**src/rtl/alu_pkg.sv**
```systemverilog
// Shared types and constants for the accumulator sequencer and its arbiter.
package alu_pkg;
  localparam int ACC_W = 8;
  localparam int N_REQ = 2;
  // Most negative accumulator value; its negation does not fit in ACC_W bits.
  localparam logic [ACC_W-1:0] ACC_MIN = {1'b1, {(ACC_W-1){1'b0}}};

  typedef enum logic [1:0] {
    S_IDLE  = 2'd0,
    S_CLEAR = 2'd1,
    S_RUN   = 2'd2,
    S_DONE  = 2'd3
  } state_t;
endpackage

```
**src/rtl/rr_arb2.sv**
```systemverilog
// Two-way round-robin arbiter; the pointer names the favoured requester on a tie.
module rr_arb2
  import alu_pkg::*;
(
  input  logic             clk,
  input  logic             rst,
  input  logic [N_REQ-1:0] req,
  input  logic             advance,
  input  logic             owner,
  output logic [N_REQ-1:0] gnt_next,
  output logic             ptr
);

  logic r_ptr;

  always_ff @(posedge clk) begin
    if (rst) begin
      r_ptr <= 1'b0;
    end else if (advance) begin
      r_ptr <= ~owner;
    end
  end

  always_comb begin
    gnt_next = req;
    if (&req) begin
      gnt_next = r_ptr ? 2'b10 : 2'b01;
    end
  end

  assign ptr = r_ptr;

endmodule

```
**src/rtl/acc_sequencer.sv**
```systemverilog
// Shares an external s <= s + in accumulator between two requesters, one job at a time.
//   state   | meaning
//   S_IDLE  | accumulator held, waiting for a request
//   S_CLEAR | driving the accumulator towards zero
//   S_RUN   | streaming owner operands into the accumulator
//   S_DONE  | result presented until consumed
module acc_sequencer
  import alu_pkg::*;
#(
  parameter int W = ACC_W
) (
  input  logic         clk,
  input  logic         rst,
  input  logic [1:0]   req,
  output logic [1:0]   gnt,
  input  logic         op_valid,
  output logic         op_ready,
  input  logic [W-1:0] op_data,
  input  logic         op_last,
  output logic         res_valid,
  input  logic         res_ready,
  output logic [W-1:0] res_data,
  output logic         res_ovf,
  output logic         res_id,
  output logic [W-1:0] acc_in,
  input  logic [W-1:0] acc_s
);

  state_t       r_state;
  state_t       w_next;
  logic [1:0]   r_gnt;
  logic         r_owner;
  logic         r_ovf;
  logic [1:0]   w_gnt_next;
  logic         w_ptr;
  logic         w_accept;
  logic         w_advance;
  logic [W-1:0] w_sum;
  logic         w_beat_ovf;

  rr_arb2 u_arb (
    .clk      (clk),
    .rst      (rst),
    .req      (req),
    .advance  (w_advance),
    .owner    (r_owner),
    .gnt_next (w_gnt_next),
    .ptr      (w_ptr)
  );

  assign w_sum      = acc_s + op_data;
  assign w_beat_ovf = (acc_s[W-1] == op_data[W-1]) && (w_sum[W-1] != acc_s[W-1]);

  always_comb begin
    w_next    = r_state;
    acc_in    = '0;
    op_ready  = 1'b0;
    res_valid = 1'b0;
    w_accept  = 1'b0;
    w_advance = 1'b0;
    case (r_state)
      S_IDLE: begin
        if (|req) w_next = S_CLEAR;
      end
      S_CLEAR: begin
        if (acc_s == '0) begin
          w_next = S_RUN;
        end else if (acc_s == ACC_MIN) begin
          // +MAX takes MIN to -1, which the next cycle negates normally.
          acc_in = {1'b0, {(W-1){1'b1}}};
        end else begin
          acc_in = -acc_s;
        end
      end
      S_RUN: begin
        op_ready = 1'b1;
        if (op_valid) begin
          acc_in   = op_data;
          w_accept = 1'b1;
          if (op_last) w_next = S_DONE;
        end
      end
      S_DONE: begin
        res_valid = 1'b1;
        if (res_ready) begin
          w_advance = 1'b1;
          w_next    = S_IDLE;
        end
      end
      default: w_next = S_IDLE;
    endcase
  end

  always_ff @(posedge clk) begin
    if (rst) begin
      r_state <= S_IDLE;
      r_gnt   <= 2'b00;
      r_owner <= 1'b0;
      r_ovf   <= 1'b0;
    end else begin
      r_state <= w_next;
      if (r_state == S_IDLE && (|req)) begin
        r_gnt   <= w_gnt_next;
        r_owner <= (&req) ? w_ptr : req[1];
      end
      if (w_accept) r_ovf <= r_ovf | w_beat_ovf;
      if (w_advance) begin
        r_gnt <= 2'b00;
        r_ovf <= 1'b0;
      end
    end
  end

  assign gnt      = r_gnt;
  assign res_data = (r_state == S_DONE) ? acc_s : '0;
  assign res_ovf  = (r_state == S_DONE) && r_ovf;
  assign res_id   = r_owner;

endmodule

```
**config.mk**
```make
export PLATFORM = sky130hd
export DESIGN_NAME = acc_sequencer
export DESIGN_NICKNAME = d
export VERILOG_FILES = /design/src/rtl/alu_pkg.sv /design/src/rtl/rr_arb2.sv /design/src/rtl/acc_sequencer.sv
export SDC_FILE = /design/constraint.sdc
export NUM_CORES = 1
export LEC_CHECK = 0
export ABC_AREA = 1
export CAP_MARGIN = 20
export CORE_MARGIN = 2
export CORE_UTILIZATION = 55
export DETAILED_ROUTE_END_ITERATION = 8
export DONT_BUFFER_PORTS = 1
export PLACE_DENSITY = 0.7
export RECOVER_POWER = 100
export SETUP_SLACK_MARGIN = 0.4
export SYNTH_ARGS = -nofsm -noshare
export SYNTH_HDL_FRONTEND = slang
export SYNTH_SLANG_ARGS = --single-unit
```
**constraint.sdc**
```tcl
create_clock -name clk -period 3.06 [get_ports clk]
set_input_delay 0.153 -clock clk [delete_from_list [all_inputs] [get_ports clk]]
set_output_delay 0.153 -clock clk [all_outputs]
set_load 0.02 [all_outputs]
```
[Word-level counts from Yosys, hierarchy flattened]
Index checks and enable logic that the tools add are counted.
Operators by class
  shift-type cells: 0
  add/sub/neg operators: 2
  magnitude comparators: 0
  bitwise logic cells: 2
  multipliers: 0
  reduce and logical (&&, ||, !) cells: 9
  equality and inequality tests: 11
  multiplexer cells: 20
  divide/modulo/power cells: 0
Operator list (number)
  8-bit two-way mux: 4
  8-bit case mux with 2 select lines: 1
  2-bit two-way mux: 7
  8-bit adder: 1
  8-bit equality test, second input constant: 1
  8-bit zero test: 1
  2-bit != test, second input constant: 4
  8-bit negation: 1
  2-bit case mux with 4 select lines: 1
  1-bit two-way mux: 7
  5-bit AND reduction: 1
  2-bit equality test, second input constant: 2
  2-bit OR reduction: 2
  1-bit logical AND: 3
  2-bit by 1-bit equality test with 1-bit output, second input constant: 1
  2-bit zero test: 1
  2-bit by 1-bit != test with 1-bit output, second input constant: 1
  2-bit AND reduction: 1
  1-bit equality test: 1
  1-bit != test: 1
  1-bit inverter: 1
  1-bit OR: 1
Word-level totals
  logic and storage cells: 49
  memories kept: 0
  latch bits: 0
  input port bits: 23
  RAM bits: 0
  register bits after elaboration: 7
  output and inout bits: 22
  memory bits (read-only): 0

[Depth between registers and ports, before layout]
  depth after elaboration: 4
  gate-level depth with buffers: 11

[Modules after synthesis]
From an unflattened synthesis, not the netlist that was laid out.
Unflattened totals
  cell total of the unflattened synthesis: 170
  area total of the unflattened synthesis: 974.7 µm²
Modules (own cells, without submodules)
  acc_sequencer: instances 1, cells each 161, area an instance 917.1 µm²
  rr_arb2: instances 1, cells each 9, area an instance 57.6 µm²

[Worst setup path after synthesis]
Ideal clock, no wire load.
  kind: register to output
  start: register r_state[0]
  end: output port acc_in[0]
  setup slack: 1.594 ns
  cell stages (with the launch flop): 7
  path buffers: 0
  arrival: 1.313 ns
  cell sequence: dfxtp_1 inv_1 ha_1 nand2_1 clkinv_1 nand2_1 a21oi_1
On the way
  longest elaborated chain between the ends: 2
  elaborated cells on any way between the ends: 3
RTL lines
  start: declaration: line acc_sequencer.sv:29  | state_t r_state;
  start signal: assignment: line acc_sequencer.sv:101  | r_state <= w_next;
  2-bit equality test or 2-bit by 1-bit equality test with 1-bit output (tied branches): line acc_sequencer.sv:61  | case (r_state)
  8-bit case mux with 2 select lines (*): line acc_sequencer.sv:61
  end: declaration: line acc_sequencer.sv:25  | output logic [W-1:0] acc_in,
Every way passes the cells marked *; elsewhere a longest branch is shown, timed or not.

[Worst setup path in the final report]
  start: register r_state[0]
  end: output port acc_in[1]
Same word-level chain as after synthesis.

==> results_dict.tcl <==
set metrics [dict create \
    ioPinCount 45 \
    ir_worst_vdd_mv 0.466 \
    coreArea_um2 1670 \
    cpMostUsedCell "nand2_1" \
    wl_per_cell_um 12.3 \
    grt_pass1_vias 926 \
    synth.avg_cell_area_um2 5.83 \
    cp_data_arrival_time_ns 1.78 \
    yosys_warnings 0 \
    yosysSeqAreaShare 0.147 \
    fin_area_um2 1000 \
    wl_met1_um 935 \
    synth_top_area_frac 0.188 \
    synth_nets 198 \
    clk_latency_ns 0.25 \
    wl_met3_um 112 \
    drt-total-wl_mm 2.28 \
    regToRegStartpoint "r_state[0]$_SDFFE_PP0P_" \
    ff2ff_path_depth 7 \
    worst_setup_path_start_kind "flip-flop" \
    vias 992 \
    post_cts_resized 0 \
    grt_pass1_wl_mm 3.73 \
    end_kind "output port" \
    post-route-drc-count 0 \
    num-fill-cells 192 \
    max_freq_mhz 518 \
    crit_family "compound AO/OA/AOI/OAI gates" \
    fin_worst_skew_ns 0.000206 \
    ff2ff_setup_slack_ns 1.31 \
    wl_met2_mm 1.19 \
    dp_hpwl_mm 1.87 \
    grt_start_max_net_pins 14 \
    multi_input_area_um2 657 \
    synthCells 164 \
    critPathBufInv 2 \
    leakagePower_uw 0.000550 \
    antenna_found_initial 0 \
    mostFrequentLayoutCells "48 x nand2_1, 32 x inv_1, 17 x a21oi_1" \
    regArea_um2 140 \
    path_max_fanout 9 \
    gp_congestion 0.871 \
    layout_commonest_cell "nand2_1" \
    cts_root_buf "clkbuf_4" \
    path_clk_slew_ns 0.05 \
    cts_tree "yes" \
    hold_depth 2 \
    die_w_um 45.7 \
    ctsLongestPathBuffers 2 \
    cts.htree.levels 1 \
    diodes 0 \
    slew_viol_final 0 \
    netlist-cell-type-count 24 \
    required_ns 2.91 \
    rsz0062_at_grt "no" \
    layout-drive-gt1-share 0.113 \
    syn_area_um2 956 \
    tightest_slew_ns 0.688 \
    finalNetCount 203 \
    finalCritPeriodShare 0.630 \
    cp.depth 6 \
    via_per_inst 5.36 \
    syn_to_final_growth_pct 5.10 \
    status "completed" \
    die_y_um 45.7 \
    drt_pass1_iterations 4 \
    detail_route.iter0.violations 11 \
    max_slew_margin 0.542 \
    cts_buffers 3 \
    setup_violations 0 \
    grt_util_all_layers 0.245 \
    ant_nets 0 \
    yosysTopAreaCell "nand2_1" \
    worstPathCellList "inv_1 -> ha_1 -> nand2_1 -> clkinv_1 -> nand2_1 -> a21oi_1" \
    cts.sinks 7 \
    synthTopCellsByArea "nand2_1 19%, dfxtp_1 15%, ha_1 14%" \
    grt-ovfl-total 0 \
    dr.max_layer_used "met4" \
    hold_path_class "in2reg" \
    start_util 0.572 \
    max_stage_delay_ns 0.43 \
    hold_viol 0 \
    synth-seq-cells 7 \
    crit_start "r_state[0]$_SDFFE_PP0P_" \
    tns_ns 0 \
    portBuffers 0 \
    rows 15 \
    cts_setup_buffers 0 \
    cap_viol_max_count 0 \
    die_area_um2 2090 \
    worstSetupPathType "reg2out" \
    r2r_end "r_state[0]$_SDFFE_PP0P_" \
    cp-endpoint "acc_in[1]" \
    placed_cell_area_um2 973 \
    slowest_stage "a21oi_1" \
    power_density_nw_per_um2 597 \
    period_needed_ns 1.93 \
]
## kinds of logic (layout without fill, tap and decap cells)
kind of cell	Yosys count	count (layout)	share of synthesized area
XOR/XNOR	1	1	0.00916
AND/OR/NAND/NOR	76	76	0.374
flip-flops	7	7	0.147
buffers and inverters	41	45	0.161
AO/OA/AOI/OAI	28	28	0.165
adder cells (fa/ha/maj)	11	11	0.144
## synth_stat cells
cell type / number
a211oi_1: 2
a21oi_1: 17
a31oi_1: 1
clkbuf_1: 1
clkinv_1: 1
dfxtp_1: 7
ha_1: 11
inv_1: 32
inv_2: 7
nand2_1: 48
nand2_2: 1
nand3_1: 6
nand3_2: 3
nand3_4: 1
nand4_1: 1
nor2_1: 9
nor2_2: 1
nor2_4: 2
nor3_1: 3
nor3_2: 1
o21ai_0: 3
o21ai_1: 4
o21ai_4: 1
xnor2_1: 1
## power breakdown
part / internal, uW / leakage (uW) / total [uW] / switching, uW
Clock: 49.7 / 0.0000150 / 82.8 / 33.1
Combinational: 107 / 0.000478 / 359 / 252
Sequential: 119 / 0.0000575 / 158 / 39.5
Total: 275 / 0.000550 / 600 / 325
## sequential cells by signal, indices dropped and copies added, names as in the netlist
register,cells
u_arb.ptr,1
r_ovf,1
res_id,1
gnt,2
r_state,2
## layer usage
layer,track usage,up-vias
met4,0.126,0
met5,0,-
met1,0.266,444
met3,0.0317,4
li1,-,514
met2,0.456,30
## how the worst min path moves through the flow
stage / to / from / slack (ns)
final: u_arb.ptr$_SDFFE_PP0P_ / res_ready / 0.08
after global routing: u_arb.ptr$_SDFFE_PP0P_ / rst / 0.09
after CTS: u_arb.ptr$_SDFFE_PP0P_ / res_ready / 0.08
after detailed placement: r_state[1]$_SDFFE_PP0P_ / rst / 0.23
after global placement: r_state[0]$_SDFFE_PP0P_ / rst / 0.23
after floorplan: r_state[0]$_SDFFE_PP0P_ / rst / 0.22
## cell type report
| class | instances | area share |
|---|---|---|
| tap | 17 | 0.0212 |
| sequential | 7 | 0.139 |
| clock buffer | 4 | 0.0262 |
| inverter | 40 | 0.149 |
| multi-input combinational | 116 | 0.654 |
| timing repair buffer | 1 | 0.00996 |
## through the flow
stage | hold WS [ns] | total power, uW | util | cells | worst slack, ns
after floorplan | 0.222 | 454 | - | 164 | 1.59
after global placement | 0.225 | 513 | 0.583 | 180 | 1.44
after detailed placement | 0.230 | 523 | 0.583 | 180 | 1.37
after CTS | 0.0816 | 609 | 0.604 | 185 | 1.14
after global routing | 0.0861 | 660 | 0.601 | 185 | 1.04
final | 0.0818 | 600 | 0.601 | 185 | 1.13
## timing repair
action,4_1_cts,5_1_grt
endpoints found under the hold margin,3,0
setup endpoints to repair,0,0
hold buffers,1,0
No activity file was read; power rests on OpenSTA's default activity.
